$ cat config.mk
export PLATFORM = sky130hd
export DESIGN_NAME = regfile_preloader_flat
export DESIGN_NICKNAME = d
export VERILOG_FILES = /design/src/rtl/regfile_preloader_pkg.sv /design/src/rtl/regfile_preloader_if.sv /design/src/rtl/regfile_preloader.sv /design/src/flat_wrapper.sv
export SDC_FILE = /design/constraint.sdc
export NUM_CORES = 1
export LEC_CHECK = 0
export ABC_AREA = 1
export CAP_MARGIN = 20
export CORE_MARGIN = 2
export CORE_UTILIZATION = 26
export DETAILED_ROUTE_END_ITERATION = 10
export GPL_TIMING_DRIVEN = 0
export PLACE_DENSITY = 0.76
export SLEW_MARGIN = 20
export SYNTH_ARGS = -nofsm -noshare
export SYNTH_HDL_FRONTEND = slang
export SYNTH_SLANG_ARGS = --single-unit
$ cat constraint.sdc
create_clock -name clock -period 1.7 [get_ports clock]
set_clock_uncertainty 0.05 [all_clocks]
set_input_delay 0.255 -clock clock [delete_from_list [all_inputs] [get_ports clock]]
set_output_delay 0.255 -clock clock [all_outputs]
set_load 0.01 [all_outputs]
$ cat src/rtl/regfile_preloader_pkg.sv
// rtl/regfile_preloader_pkg.sv - shared widths, defaults and state encoding for the regfile preloader
package preload_pkg;
   localparam int REG_ADDR_W        = 5;
   localparam int REG_DATA_W        = 32;
   localparam int DEFAULT_FIRST_REG = 1;
   localparam int DEFAULT_LAST_REG  = 31;

   typedef enum logic [1:0] {
      ST_IDLE   = 2'd0,
      ST_PRIME  = 2'd1,
      ST_STREAM = 2'd2,
      ST_DONE   = 2'd3
   } state_e;
endpackage

$ cat src/rtl/regfile_preloader_if.sv
// rtl/regfile_preloader_if.sv - processor-side and regfile-side write ports around the preloader
interface regfile_preloader_if;
   import preload_pkg::*;

   logic                  proc_writeEnable;
   logic [REG_ADDR_W-1:0] proc_writeReg;
   logic [REG_DATA_W-1:0] proc_writeData;
   logic                  ctrl_writeEnable;
   logic [REG_ADDR_W-1:0] ctrl_writeReg;
   logic [REG_DATA_W-1:0] data_writeReg;

   // master is the surrounding skeleton (processor + regfile), slave is the preloader
   modport master (
      output proc_writeEnable, proc_writeReg, proc_writeData,
      input  ctrl_writeEnable, ctrl_writeReg, data_writeReg
   );
   modport slave (
      input  proc_writeEnable, proc_writeReg, proc_writeData,
      output ctrl_writeEnable, ctrl_writeReg, data_writeReg
   );
endinterface

$ cat src/rtl/regfile_preloader.sv
// rtl/regfile_preloader.sv - streams preload ROM contents into the regfile, then passes the processor's write port through
module regfile_preloader
   import preload_pkg::*;
#(
   parameter int FIRST_REG = DEFAULT_FIRST_REG,
   parameter int LAST_REG  = DEFAULT_LAST_REG
) (
   input  logic                  clock,
   input  logic                  reset,
   input  logic                  start,
   output logic [REG_ADDR_W-1:0] rom_address,
   input  logic [REG_DATA_W-1:0] rom_q,
   regfile_preloader_if.slave    wr,
   output logic                  proc_hold,
   output logic                  busy,
   output logic                  done
);
   localparam logic [REG_ADDR_W-1:0] FIRST = FIRST_REG[REG_ADDR_W-1:0];
   localparam logic [REG_ADDR_W-1:0] LAST  = LAST_REG[REG_ADDR_W-1:0];
   // With a one-register range the read pointer must already sit at LAST after PRIME
   localparam int                    PRIME_RD_I = (FIRST_REG < LAST_REG) ? FIRST_REG + 1 : LAST_REG;
   localparam logic [REG_ADDR_W-1:0] PRIME_RD   = PRIME_RD_I[REG_ADDR_W-1:0];

   state_e                state_q, state_d;
   logic [REG_ADDR_W-1:0] rd_ptr_q, rd_ptr_d;
   logic [REG_ADDR_W-1:0] wr_ptr_q, wr_ptr_d;
   logic                  hold_q, busy_q, done_q;

   always_comb begin
      state_d  = state_q;
      rd_ptr_d = rd_ptr_q;
      wr_ptr_d = wr_ptr_q;
      unique case (state_q)
         ST_IDLE, ST_DONE: begin
            if (start) begin
               rd_ptr_d = FIRST;
               state_d  = ST_PRIME;
            end
         end
         ST_PRIME: begin
            wr_ptr_d = FIRST;
            rd_ptr_d = PRIME_RD;
            state_d  = ST_STREAM;
         end
         ST_STREAM: begin
            wr_ptr_d = wr_ptr_q + 5'd1;
            rd_ptr_d = (rd_ptr_q == LAST) ? LAST : rd_ptr_q + 5'd1;
            if (wr_ptr_q == LAST) begin
               state_d = ST_DONE;
            end
         end
      endcase
   end

   // Flags are registered from the next state so they change only on a clock edge
   always_ff @(posedge clock or posedge reset) begin
      if (reset) begin
         state_q  <= ST_IDLE;
         rd_ptr_q <= '0;
         wr_ptr_q <= '0;
         hold_q   <= 1'b1;
         busy_q   <= 1'b0;
         done_q   <= 1'b0;
      end else begin
         state_q  <= state_d;
         rd_ptr_q <= rd_ptr_d;
         wr_ptr_q <= wr_ptr_d;
         hold_q   <= (state_d != ST_DONE);
         busy_q   <= (state_d == ST_PRIME) || (state_d == ST_STREAM);
         done_q   <= (state_d == ST_DONE);
      end
   end

   // DONE is a pure wire path so the processor sees no extra write latency
   always_comb begin
      wr.ctrl_writeEnable = 1'b0;
      wr.ctrl_writeReg    = '0;
      wr.data_writeReg    = '0;
      unique case (state_q)
         ST_STREAM: begin
            wr.ctrl_writeEnable = 1'b1;
            wr.ctrl_writeReg    = wr_ptr_q;
            wr.data_writeReg    = rom_q;
         end
         ST_DONE: begin
            wr.ctrl_writeEnable = wr.proc_writeEnable;
            wr.ctrl_writeReg    = wr.proc_writeReg;
            wr.data_writeReg    = wr.proc_writeData;
         end
         ST_IDLE, ST_PRIME: begin
            wr.ctrl_writeEnable = 1'b0;
         end
      endcase
   end

   assign rom_address = rd_ptr_q;
   assign proc_hold   = hold_q;
   assign busy        = busy_q;
   assign done        = done_q;
endmodule

$ cat src/flat_wrapper.sv
// flat-port wrapper written by rule: the top's interface ports become plain ports
module regfile_preloader_flat import preload_pkg::*;
#(
   parameter int FIRST_REG = DEFAULT_FIRST_REG,
   parameter int LAST_REG  = DEFAULT_LAST_REG
)
  (clock, reset, start, rom_address, rom_q, proc_hold, busy, done, wr_proc_writeEnable, wr_proc_writeReg, wr_proc_writeData, wr_ctrl_writeEnable, wr_ctrl_writeReg, wr_data_writeReg);
  regfile_preloader_if wr_i ();
  input  logic clock;
  input  logic reset;
  input  logic start;
  output logic [REG_ADDR_W-1:0] rom_address;
  input  logic [REG_DATA_W-1:0] rom_q;
  output logic proc_hold;
  output logic busy;
  output logic done;
  input wire logic [$bits(wr_i.proc_writeEnable)-1:0] wr_proc_writeEnable;
  input wire logic [$bits(wr_i.proc_writeReg)-1:0] wr_proc_writeReg;
  input wire logic [$bits(wr_i.proc_writeData)-1:0] wr_proc_writeData;
  output wire logic [$bits(wr_i.ctrl_writeEnable)-1:0] wr_ctrl_writeEnable;
  output wire logic [$bits(wr_i.ctrl_writeReg)-1:0] wr_ctrl_writeReg;
  output wire logic [$bits(wr_i.data_writeReg)-1:0] wr_data_writeReg;
  assign wr_i.proc_writeEnable = wr_proc_writeEnable;
  assign wr_i.proc_writeReg = wr_proc_writeReg;
  assign wr_i.proc_writeData = wr_proc_writeData;
  assign wr_ctrl_writeEnable = wr_i.ctrl_writeEnable;
  assign wr_ctrl_writeReg = wr_i.ctrl_writeReg;
  assign wr_data_writeReg = wr_i.data_writeReg;
  regfile_preloader #(.FIRST_REG(FIRST_REG), .LAST_REG(LAST_REG)) u_core (.clock(clock), .reset(reset), .start(start), .rom_address(rom_address), .rom_q(rom_q), .wr(wr_i), .proc_hold(proc_hold), .busy(busy), .done(done));
endmodule
After elaboration in Yosys (flattened, before gate mapping)

Cells that the tools add are included.

Output and inout port bits: 46
Input port bits: 73
Word-level logic and storage cells: 33
Bits in registers: 15

Equal/unequal tests: 10
Reduce and logical (&&, ||, !) cells: 5
Add/sub/neg operators: 2
Multiplexer cells: 10

Operators with widths:

| kind                                                                   | number |
|---|---|
| 32-bit one-hot mux with 2 select lines                                 | 1 |
| 5-bit one-hot mux with 2 select lines                                  | 2 |
| 5-bit one-hot mux with 3 select lines                                  | 1 |
| 5-bit by 1-bit adder with 5-bit output (second input constant)         | 2 |
| 5-bit equality test (second input constant)                            | 2 |
| 5-bit 2-to-1 mux                                                       | 2 |
| 2-bit equality test (second input constant)                            | 4 |
| 2-bit one-hot mux with 3 select lines                                  | 1 |
| 2-bit by 1-bit equality test with 1-bit output (second input constant) | 2 |
| 2-bit 2-to-1 mux                                                       | 2 |
| 2-bit inequality test (second input constant)                          | 2 |
| 2-bit OR reduction                                                     | 2 |
| 1-bit one-hot mux with 3 select lines                                  | 1 |
| 2-bit logical NOT                                                      | 1 |
| 2-bit nonzero test                                                     | 1 |
| 1-bit logical OR                                                       | 1 |

Longest topological paths before layout

Depth after elaboration: 5
Depth in mapped cells: 10
Depth with buffers taken out: 10

Worst setup path before layout

No wires, ideal clock.

Path type: reg2reg
Start point: register u_core.state_q[0]
End point: register u_core.busy_q, in the netlist u_core.busy
Arrival: 1472 ps
Setup time: 126 ps
Path buffers: 0
Clock period less this slack: 1648 ps
Cell stages (with the launch flop): 9
Slack: 52 ps
Required time: 1524 ps
Path through: dfrtp_1 -> inv_1 -> ha_1 -> inv_2 -> nor2_4 -> inv_2 -> o21ai_2 -> inv_1 -> ha_1

Cells in the longest elaborated chain, start to end: 5
Elaborated cells on any way between the ends: 11
Classes of those cells: eq/ne (5); mux (3); reduce/logical (3)

Ends and longest elaborated chain:

| element                                                                                      | RTL line                | text |
|---|---|---|
| start: declaration                                                                           | regfile_preloader.sv:24 | `state_e state_q, state_d;` |
| start signal: assignment                                                                     | regfile_preloader.sv:65 | `state_q <= state_d;` |
| 2-bit equality test / 2-bit logical NOT (equally long branches)                              | regfile_preloader.sv:33 | `unique case (state_q)` |
| 2-bit OR reduction                                                                           | regfile_preloader.sv:33 |  |
| 2-bit one-hot mux with 3 select lines *                                                      | regfile_preloader.sv:33 |  |
| 2-bit by 1-bit equality test with 1-bit output / 2-bit equality test (equally long branches) | regfile_preloader.sv:69 | `busy_q <= (state_d == ST_PRIME) \|\| (state_d == ST_STREAM);` |
| 1-bit logical OR *                                                                           | regfile_preloader.sv:69 |  |
| end signal: assignment                                                                       | regfile_preloader.sv:69 |  |
| end: declaration                                                                             | regfile_preloader.sv:27 | `logic hold_q, busy_q, done_q;` |

Every way passes the cells marked *; elsewhere a longest branch is shown, timed or not.
A chain may end at the register's enable or synchronous reset.

Worst setup path after layout

Start point: register u_core.state_q[1]
End point: output wr_data_writeReg[31]

Cells in the longest elaborated chain, start to end: 2
Elaborated cells on any way between the ends: 3
Classes of those cells: eq/ne (2); mux (1)

Ends and longest elaborated chain:

| element                                  | RTL line                | text |
|---|---|---|
| 2-bit equality test                      | regfile_preloader.sv:79 | `unique case (state_q)` |
| 32-bit one-hot mux with 2 select lines * | regfile_preloader.sv:79 |  |
| end: declaration                         | flat_wrapper.sv:22      | `output wire logic [$bits(wr_i.data_writeReg)-1:0] wr_data_writeReg;` |

Marked as above.

==> flow_summary_export.csv <==
group,metric,value,unit
status,outcome,"finished with violations",
status,violations,"negative setup slack",
synth,netlist_area,1162,sq um
setup_path,cp_max_fo,6,
floorplanning,dieArea,5021,sq um
routing,drt_iter0_drc,25,
synth,syn_nets,228,
placed_design,portBuffers,118,
placed_design,dpl_worst_slack,-0.4049,ns
finish,syn2layout_area_growth,120.9,%
setup_path,cp-end-kind,"primary output",
clock_network,hold_buffers,0,
finish,seqCellArea,379.1,sq um
run,max-cap-violations,0,
synth,yosysTopAreaCellShare,30.14,%
placed_design,hpwl,3762,um
global_routing,overflow,0,
routing,post_drt_wl_per_cell,15.28,um
clock_network,cts_buffers,3,
clock_network,cts-root-to-sink-buffers,2,
sta,max_slew.worst_pin.slew,0.5678,ns
synth,ys_top_cells_by_area,"dfrtp_1 (30%), a22o_1 (24%), nand2_1 (11%), ha_1 (7.5%), inv_1 (5.5%)",
setup_path,reg2reg_to,"u_core.busy",
sta,fin_crit,1.836,ns
clock_network,clock_latency,0.26,ns
finish,n_antenna_cell,0,
setup_path,rr_startpoint,"u_core.state_q[1]",
finish,multi_input_area,740.7,sq um
sta,slew_headroom,62.11,%
global_routing,grt_first_pass_wirelength,7914,um
min_path,hold_class,"input port to async pin",
setup_path,crit_required,1.39,ns
synth,yosysSeqAreaShare,32.40,%
clock_network,clock-root-buffer,"clkbuf_8",
routing,vias,1615,
placed_design,placed_cell_area,2409,sq um
finish,layout_common_cells,"clkdlybuf4s50_1 (80), buf_2 (35), a22o_1 (32)",
sta,fin_crit_sh,108.0,%
setup_path,cp-endpoint,"wr_data_writeReg[31]",
sta,drv_slew,0,
finish,fill_cells,418,
pwr,powerDensity,1709,nW/um^2
synth,yosysTopAreaCell,"dfrtp_1",
pwr,p_leak,0.001225,uW
clock_network,cts_tree,"done",
pwr,ir_drop,1.076,mV
sta,rsz0062_at_grt,"yes",
synth,synth-seq-cells,15,
floorplanning,floorplan.initialDensity,26.88,%
floorplanning,io_pins,119,
sta,hold_viol_final,0,
finish,postLayoutCoreUtil,59.38,%
setup_path,start_kind,"flip-flop",
setup_path,r2r_setup_slack,0.07,ns
sta,setup_viol,35,
setup_path,arrival,1.53,ns
routing,wl,5194,um
clock_network,h-tree-depth,1,
global_routing,grt_pass1_vias,1623,
synth,synthCells,148,
placed_design,gp_congestion,0.7534,
sta,fmax,544.8,MHz
setup_path,crit_type,"flip-flop to primary output",
synth,synth_warnings,0,
finish,final_common_cell,"clkdlybuf4s50_1",
clock_network,cts_sinks,15,
floorplanning,die_width,70.86,um
clock_network,clkTransAtPathRegs,0.06,ns
routing,firstDrtPassIters,4,
floorplanning,rows,24,
floorplanning,core_area,4324,sq um
global_routing,antenna_found_initial,0,
sta,fin_ws,-0.1355,ns
finish,drive_gt1_share,32.29,%
setup_path,r2r_cells,7,
global_routing,grtUsageTotal,19.56,%
global_routing,grt_max_degree,16,
synth,synthDistinctLibCells,21,
pwr,p_total,4388,uW
routing,detail-route-antenna-nets,0,
finish,final_area,2567,sq um
finish,layout.nets,369,
routing,drc,0,
synth,avgSynthCellArea,7.854,sq um
floorplanning,die_h,70.86,um
routing,via_per_inst,4.750,
setup_path,setup.worst_path.start,"u_core.state_q[1]",
[Yosys cell counts (all sizes together)]
| master | instances |
|---|---|
| a21oi | 1 |
| nor2 | 8 |
| inv | 21 |
| o21ai | 15 |
| nor3 | 1 |
| o22ai | 1 |
| nand3 | 3 |
| buf | 7 |
| dfstp | 1 |
| nand4 | 2 |
| dfrtp | 14 |
| clkbuf | 1 |
| a22o | 32 |
| nand2 | 33 |
| xnor2 | 1 |
| ha | 7 |
[sequential cells by signal, indices dropped and copies added (netlist names)]
name and count:
u_core.busy 1, u_core.proc_hold 1, u_core.rom_address 5, u_core.wr_ptr_q 5
u_core.state_q 2, u_core.done 1
[critical path, cell delays in order, from the launching register on]
cell and delay [ns]:
dfrtp_2 0.46, ha_4 0.20, buf_6 0.14, buf_6 0.12, a22o_1 0.21, buf_2 0.14
[layer usage]
| layer | vias up | global-route usage (%) | wire (um) |
|---|---|---|---|
| met1 | 738 | 22.93 | 2090 |
| li1 | 792 | - | - |
| met5 | - | 0 | 0 |
| met3 | 11 | 3.276 | 354 |
| met4 | 0 | 6.080 | 156 |
| met2 | 74 | 36.14 | 2592 |
[worst min-delay path by stage]
stage / endpoint / slack, ns / cells past startpoint / from
5_1_grt: u_core.wr_ptr_q[4] / 0.37 / 2 / reset
3_3_place_gp: u_core.wr_ptr_q[3] / 0.47 / 2 / u_core.wr_ptr_q[3]
3_5_place_dp: u_core.wr_ptr_q[3] / 0.50 / 3 / u_core.wr_ptr_q[3]
6_report: u_core.rom_address[2] / 0.30 / 2 / reset
4_1_cts: u_core.rom_address[2] / 0.32 / 2 / reset
2_1_floorplan: u_core.busy / 0.11 / 1 / reset
[stage by stage]
stage	hold WS [ns]	setup TNS, ns	instances
finish	0.2983	-3.233	340
global route	0.3692	-4.894	340
CTS	0.3157	-3.289	337
detailed placement	0.5020	-14.23	318
global placement	0.4692	-12.97	318
floorplan	0.1058	0	148
[power by group]
| group | switching, uW | internal, uW | total (uW) |
|---|---|---|---|
| clock network | 131 | 163 | 294 |
| registers | 132 | 500 | 632 |
| logic | 1670 | 1790 | 3460 |
| total | 1930 | 2450 | 4390 |
[cell families (layout without fill, tap and decap cells)]
group / Yosys count / in the layout / synth area share (%)
compound gates: 49 / 49 / 31.86
xor+xnor: 1 / 1 / 0.7536
fa+ha+maj: 7 / 7 / 7.535
buf+inv: 29 / 169 / 10.76
flops: 15 / 15 / 32.40
simple gates: 47 / 47 / 16.68
[area by class of cell]
cell class,count,share of cell area (%)
well taps,52,2.534
flip-flops and latches,15,14.77
repair buffers,136,45.61
plain buffers,8,3.265
clock inverters,1,0.1949
inverters,21,3.168
multi-input cells,104,28.85
clock buffers,3,1.608
[timing repair]
item,in CTS,in global routing
setup buffers,10,3
setup endpoints to repair,40,40
gates cloned,6,0
resized for setup,184,19
pin swaps,3,3
No activity file was read; power rests on OpenSTA's default activity.
==> patch 1, RTL diff (same settings) <==
The 4 states of `state_e` get a one-hot encoding in 4 bits.
--- a/src/rtl/regfile_preloader_pkg.sv
+++ b/src/rtl/regfile_preloader_pkg.sv
@@ -5,11 +5,11 @@
    localparam int DEFAULT_FIRST_REG = 1;
    localparam int DEFAULT_LAST_REG  = 31;
 
-   typedef enum logic [1:0] {
-      ST_IDLE   = 2'd0,
-      ST_PRIME  = 2'd1,
-      ST_STREAM = 2'd2,
-      ST_DONE   = 2'd3
+   typedef enum logic [3:0] {
+      ST_IDLE   = 4'b0001,
+      ST_PRIME  = 4'b0010,
+      ST_STREAM = 4'b0100,
+      ST_DONE   = 4'b1000
    } state_e;
 endpackage
 
Function: same outputs for any inputs over 10 cycles, from zero or initial values and one cycle with reset high; not proved beyond that.
==> patch 1 against the original RTL <==
The run still ends with setup timing left; fmax decreased by 0.43%; count of clock-buffer cells in the layout is 1 higher; area after synthesis grew 24%; cell count up 25%; sequential cell count increased by 2; wire length is 7.3% lower; total power shrank 26%; worst hold slack improved by 0.042 ns; final area is 8.4% higher; first-iteration DRC count is 120% higher; setup slack got worse by 0.0079 ns; critical path depth is 1 higher; sequential power is 2% higher; global-route usage fell by 5.0 points; critical path type unchanged; largest power group unchanged.
==> patch 1: results (changes against the original RTL) <==
Status
  – Status: complete, but fails checks
  – Failing checks: setup timing

Clocking
  – Setup Buffers After CTS: 6 (-4)
  – H-Tree Depth: 1 (unchanged)
  – Post-CTS Resized: 178 (-3.3%)

Logic synthesis
  – Seq/Total Area, Yosys: 0.2971 (-0.02687)
  – Net count after synthesis: 295 (+29%)
  – Post-synthesis xor/xnor area fraction: 0.01825 (+0.01071)
  – Main area contributors after synthesis: dfrtp_1 (26%), inv_1 (15%), nand2_1 (13%), o21ai_0 (8.7%), o21ai_2 (6.7%)
  – Ys async rst share: 1.000 (unchanged)
  – Netlist cell types: 26 (+24%)
  – Compound-Gate Fraction of Synth Area: 0.2346 (-0.08404)
  – Post-synthesis adder-cell area fraction: 0.02606 (-0.04929)
  – Commonest cells post-synth: inv_1 (57), nand2_1 (50), o21ai_0 (25)

Pwr
  – VDD IR max: 0.4545 mV (-58%)
  – Pwr per Cell Area: 1167 mW/mm^2 (-32%)
  – Net Sw Power: 1404 uW (-27%)
  – Seq group: 643 uW (+2%)
  – Static leakage: 0.001446 uW (+18%)
  – Clock power share: 0.091 (+0.024)

Routing
  – Met3 routed WL: 341 um (-3.7%)
  – Metal-1 WL: 1958 um (-6.3%)
  – Vias per Instance: 4.272 (-10%)
  – Met2 routed WL: 2484 um (-4.2%)
  – Drt pass-1 iters: 6 (+2)
  – Routed WL: 4817 um (-7.3%)
  – DRT iter0 DRCs: 56 (+120%)

Placed design
  – # port buffers: 118 (unchanged)
  – Pre-CTS WS: -0.3654 ns (+0.03949 ns)
  – Placement Cell Area: 0.002711 mm^2 (+13%)
  – Hpwl dp: 3693 um (-1.8%)
  – Global placement routability congestion: 0.8151 (+8.2%)

STA
  – Final setup viols: 36 (+2.9%)
  – Worst setup margin: -0.1434 ns (-0.007911 ns)
  – Least-Margin Pin Slew: 0.6430 ns (+0.07522 ns)
  – Final setup TNS: -2.316 ns (+0.9175 ns)

Critical path
  – Maximum fanout along the worst path: 10 (+4)
  – Worst path slowest cell: dfrtp_1
  – Slowest stage delay, CP: 0.40 ns (-0.06 ns)
  – Cell family with most CP delay: buffers and inverters

Cells and area
  – Proportion of layout cells with a drive suffix above 1: 0.2542 (-0.06868)
  – Final Net Count: 431 (+17%)
  – FILL cells: 555 (+33%)

GRT
  – Met3 Usage GRT: 0.04138 (+0.008616)
  – M2 GR Usage: 0.2603 (-0.1010)
  – M1 GR Usage: 0.1731 (-0.05613)
  – Vias in the first global route: 1637 (+0.86%)
  – GRT Total Usage: 0.1457 (-0.04986)
  – Largest net degree at the start of global routing: 18 (+2)
  – First-pass GRT wire length: 7293 um (-7.8%)
[patch 1: cell count changes in the layout (fill, tap and decap cells not counted), moves of 6 or more]
cell / delta
inv_1: +41
o21ai_2: +10
buf_6: -14
nand2_1: +23
o21ai_1: +13
nand3_1: +8
o21ai_0: +6
a22o_1: -32
[patch 1: cell families (layout without fill, tap and decap cells)]
family	count (synthesis)	after routing
adders and majority gates	3	3
xor gates and xnor gates	3	3
buffers and inverters	67	202
AOI/OAI and AO/OA	53	53
and+or+nand+nor	76	76
DFF	17	17
[patch 1: per-stage QoR]
stage                     hold WS, ns  instances    util
final                          0.3402        426  0.5116
after detailed placement       0.4554        409  0.4985
after CTS                      0.3647        420  0.4969
after floorplan                0.1296        219       -
after global placement         0.4468        409  0.4985
after global routing           0.4104        426  0.5116
[patch 1: path summary, 6_finish.rpt]
path | slack (ns) | depth (start not counted) | end | from
setup / recovery | -0.14 | 6 | wr_ctrl_writeEnable | u_core.state_q[1]
hold / removal | 0.34 | 2 | u_core.state_q[2] | reset
setup reg to reg | 0.12 | 9 | u_core.busy | u_core.wr_ptr_q[0]
hold reg to reg | 0.47 | 1 | u_core.wr_ptr_q[0] | u_core.wr_ptr_q[0]
max in group asynchronous | 0.81 | 2 | u_core.wr_ptr_q[0] | reset
min in group clock | 0.47 | 1 | u_core.wr_ptr_q[0] | u_core.wr_ptr_q[0]
[patch 1: final cells by class]
cell class | instances | area [um^2] | share of cell area
multi-input combinational | 135 | 753.2 | 0.2707
inverter | 59 | 229.0 | 0.08228
timing repair buffer | 131 | 1127 | 0.4051
sequential | 17 | 430.4 | 0.1547
buffer | 8 | 107.6 | 0.03867
clock buffer | 4 | 45.04 | 0.01619
tap | 72 | 90.09 | 0.03237
==> patch 2, RTL diff (same settings) <==
Without the edit above. The package constant `REG_ADDR_W` goes from 5 to 6.
--- a/src/rtl/regfile_preloader_pkg.sv
+++ b/src/rtl/regfile_preloader_pkg.sv
@@ -1,6 +1,6 @@
 // rtl/regfile_preloader_pkg.sv - shared widths, defaults and state encoding for the regfile preloader
 package preload_pkg;
-   localparam int REG_ADDR_W        = 5;
+   localparam int REG_ADDR_W        = 6;
    localparam int REG_DATA_W        = 32;
    localparam int DEFAULT_FIRST_REG = 1;
    localparam int DEFAULT_LAST_REG  = 31;
Ports: changed (resized rom_address, wr_ctrl_writeReg and wr_proc_writeReg); port bits go from 119 to 122. No check against the original RTL was run, so the function may have changed too.
==> patch 2 against the original RTL <==
Sequential share of layout area grew 0.46 points; area after synthesis increased by 11%; critical endpoint is now wr_data_writeReg[20]; clock power up 6%; sequential cell count increased by 2; final area is 9.5% higher; setup slack got worse by 0.028 ns; fmax decreased by 1.5%; wire length increased by 5.6%; cell count rose by 11%; critical path type unchanged; total power is 7.7% higher; the run still ends with setup timing left; synthesized cell count up 14%.
==> patch 2: results (changes against the original RTL) <==
Placed design
  – # port buffers: 121 (+2.5%)
  – Dpl cells: 357 (+12%)
  – Placement Cell Area: 0.002585 mm^2 (+7.3%)
  – Global placement routability congestion: 0.8968 (+19%)
  – Hpwl dp: 4045 um (+7.5%)
  – Pre-CTS WS: -0.4491 ns (-0.04416 ns)

Logic synthesis
  – Main area contributors after synthesis: dfrtp_1 (31%), a22o_1 (22%), nand2_1 (9.6%), o21ai_0 (6.6%), ha_1 (5.8%)
  – Commonest cells post-synth: a22o_1 (33), nand2_1 (33), inv_1 (19)
  – Net count after synthesis: 249 (+9.2%)
  – Post-synthesis xor/xnor area fraction: 0.006790 (-0.0007455)
  – Netlist cell types: 18 (-14%)
  – Ys async rst share: 1.000 (unchanged)
  – Syn_area_per_cell: 7.633 um^2 (-2.8%)
  – Seq/Total Area, Yosys: 0.3307 (+0.006743)
  – Post-synthesis adder-cell area fraction: 0.05820 (-0.01715)
  – Compound-Gate Fraction of Synth Area: 0.3191 (+0.0004855)
  – Ys Warns: 0 (unchanged)

GRT
  – Met3 Usage GRT: 0.03388 (+0.001112)
  – First-pass GRT wire length: 7665 um (-3.1%)
  – M2 GR Usage: 0.3392 (-0.02214)
  – Vias in the first global route: 1607 (-0.99%)
  – Largest net degree at the start of global routing: 18 (+2)
  – M1 GR Usage: 0.1972 (-0.03212)
  – GRT Total Usage: 0.1782 (-0.01738)

Clocking
  – Reg clk slew, reported paths: roughly 0.070 ns

STA
  – Final setup viols: 39 (+11%)
  – Final setup TNS: -4.783 ns (-1.549 ns)
  – Worst setup margin: -0.1637 ns (-0.02816 ns)
  – Worst slew margin: 0.5648 (-0.05625)

Routing
  – Routed WL: 5487 um (+5.6%)
  – Avg WL per Cell: 14.55 um (-4.7%)
  – Met3 routed WL: 454 um (+28%)
  – Metal-1 WL: 1991 um (-4.7%)
  – Via count: 1754 (+8.6%)
  – DRT iter0 DRCs: 36 (+44%)
  – Top Metal Used: met4
  – Met2 routed WL: 2943 um (+14%)

Cells and area
  – Final Net Count: 391 (+6.0%)
  – Final core utilization: 0.5911 (-0.002697)
  – Proportion of layout cells with a drive suffix above 1: 0.2806 (-0.04227)
  – FILL cells: 430 (+2.9%)

Pwr
  – Switching Fraction: 0.4215 (-0.01920)
  – Pwr per Cell Area: 1681 mW/mm^2 (-1.6%)
  – Combinational power share: 0.794 (+0.005)
  – Static leakage: 0.001325 uW (+8.2%)
  – Reg power frac: 0.140 (-0.004)
  – VDD IR max: 1.149 mV (+6.8%)

Status
  – Status: complete, but fails checks
  – Failing checks: setup timing

Critical path
  – Maximum fanout along the worst path: 5 (-1)
  – Crit path DAT: 1.56 ns (+0.03 ns)
patch 2: cell count changes in the layout (fill, tap and decap cells not counted), moves of 3 or more:
cell,unedited run,this run
inv_1,15,18
inv_2,5,1
nand3_1,3,7
buf_8,0,4
clkbuf_16,0,3
dfrtp_1,12,15
buf_6,17,8
o21ai_0,7,11
nor2_1,7,16
patch 2: worst paths after layout:
kind | startpoint | depth (start not counted) | slack (ns) | end
worst max register to register | u_core.state_q[0] | 8 | 0.08 | u_core.wr_ptr_q[4]
max in group asynchronous | reset | 2 | 0.81 | u_core.state_q[1]
worst min register to register | u_core.rom_address[3] | 2 | 0.51 | u_core.rom_address[3]
worst max-delay path | u_core.state_q[0] | 5 | -0.16 | wr_data_writeReg[20]
min in group clock | u_core.rom_address[3] | 2 | 0.51 | u_core.rom_address[3]
worst min-delay path | reset | 2 | 0.33 | u_core.busy
patch 2: timing repair:
item                       CTS  global route
hold buffers                 0             0
resized for setup          194            25
gates cloned                 3             3
setup buffers                4             7
setup endpoints to repair   41            41
pin swaps                    6             8
patch 2: layout make-up:
class | instances | area share
Timing Repair Buffer | 137 | 0.4448
Multi-Input combinational cell | 123 | 0.2894
Sequential cell | 17 | 0.1523
Buffer | 8 | 0.03606
Inverter | 21 | 0.03161
Tap cell | 67 | 0.02983
Clock buffer | 4 | 0.01603
patch 2: critical path: stages, from the launching register on:
cell	delay, ns
dfrtp_1	0.42
buf_6	0.14
ha_4	0.17
bufbuf_16	0.26
a22o_1	0.17
buf_2	0.14
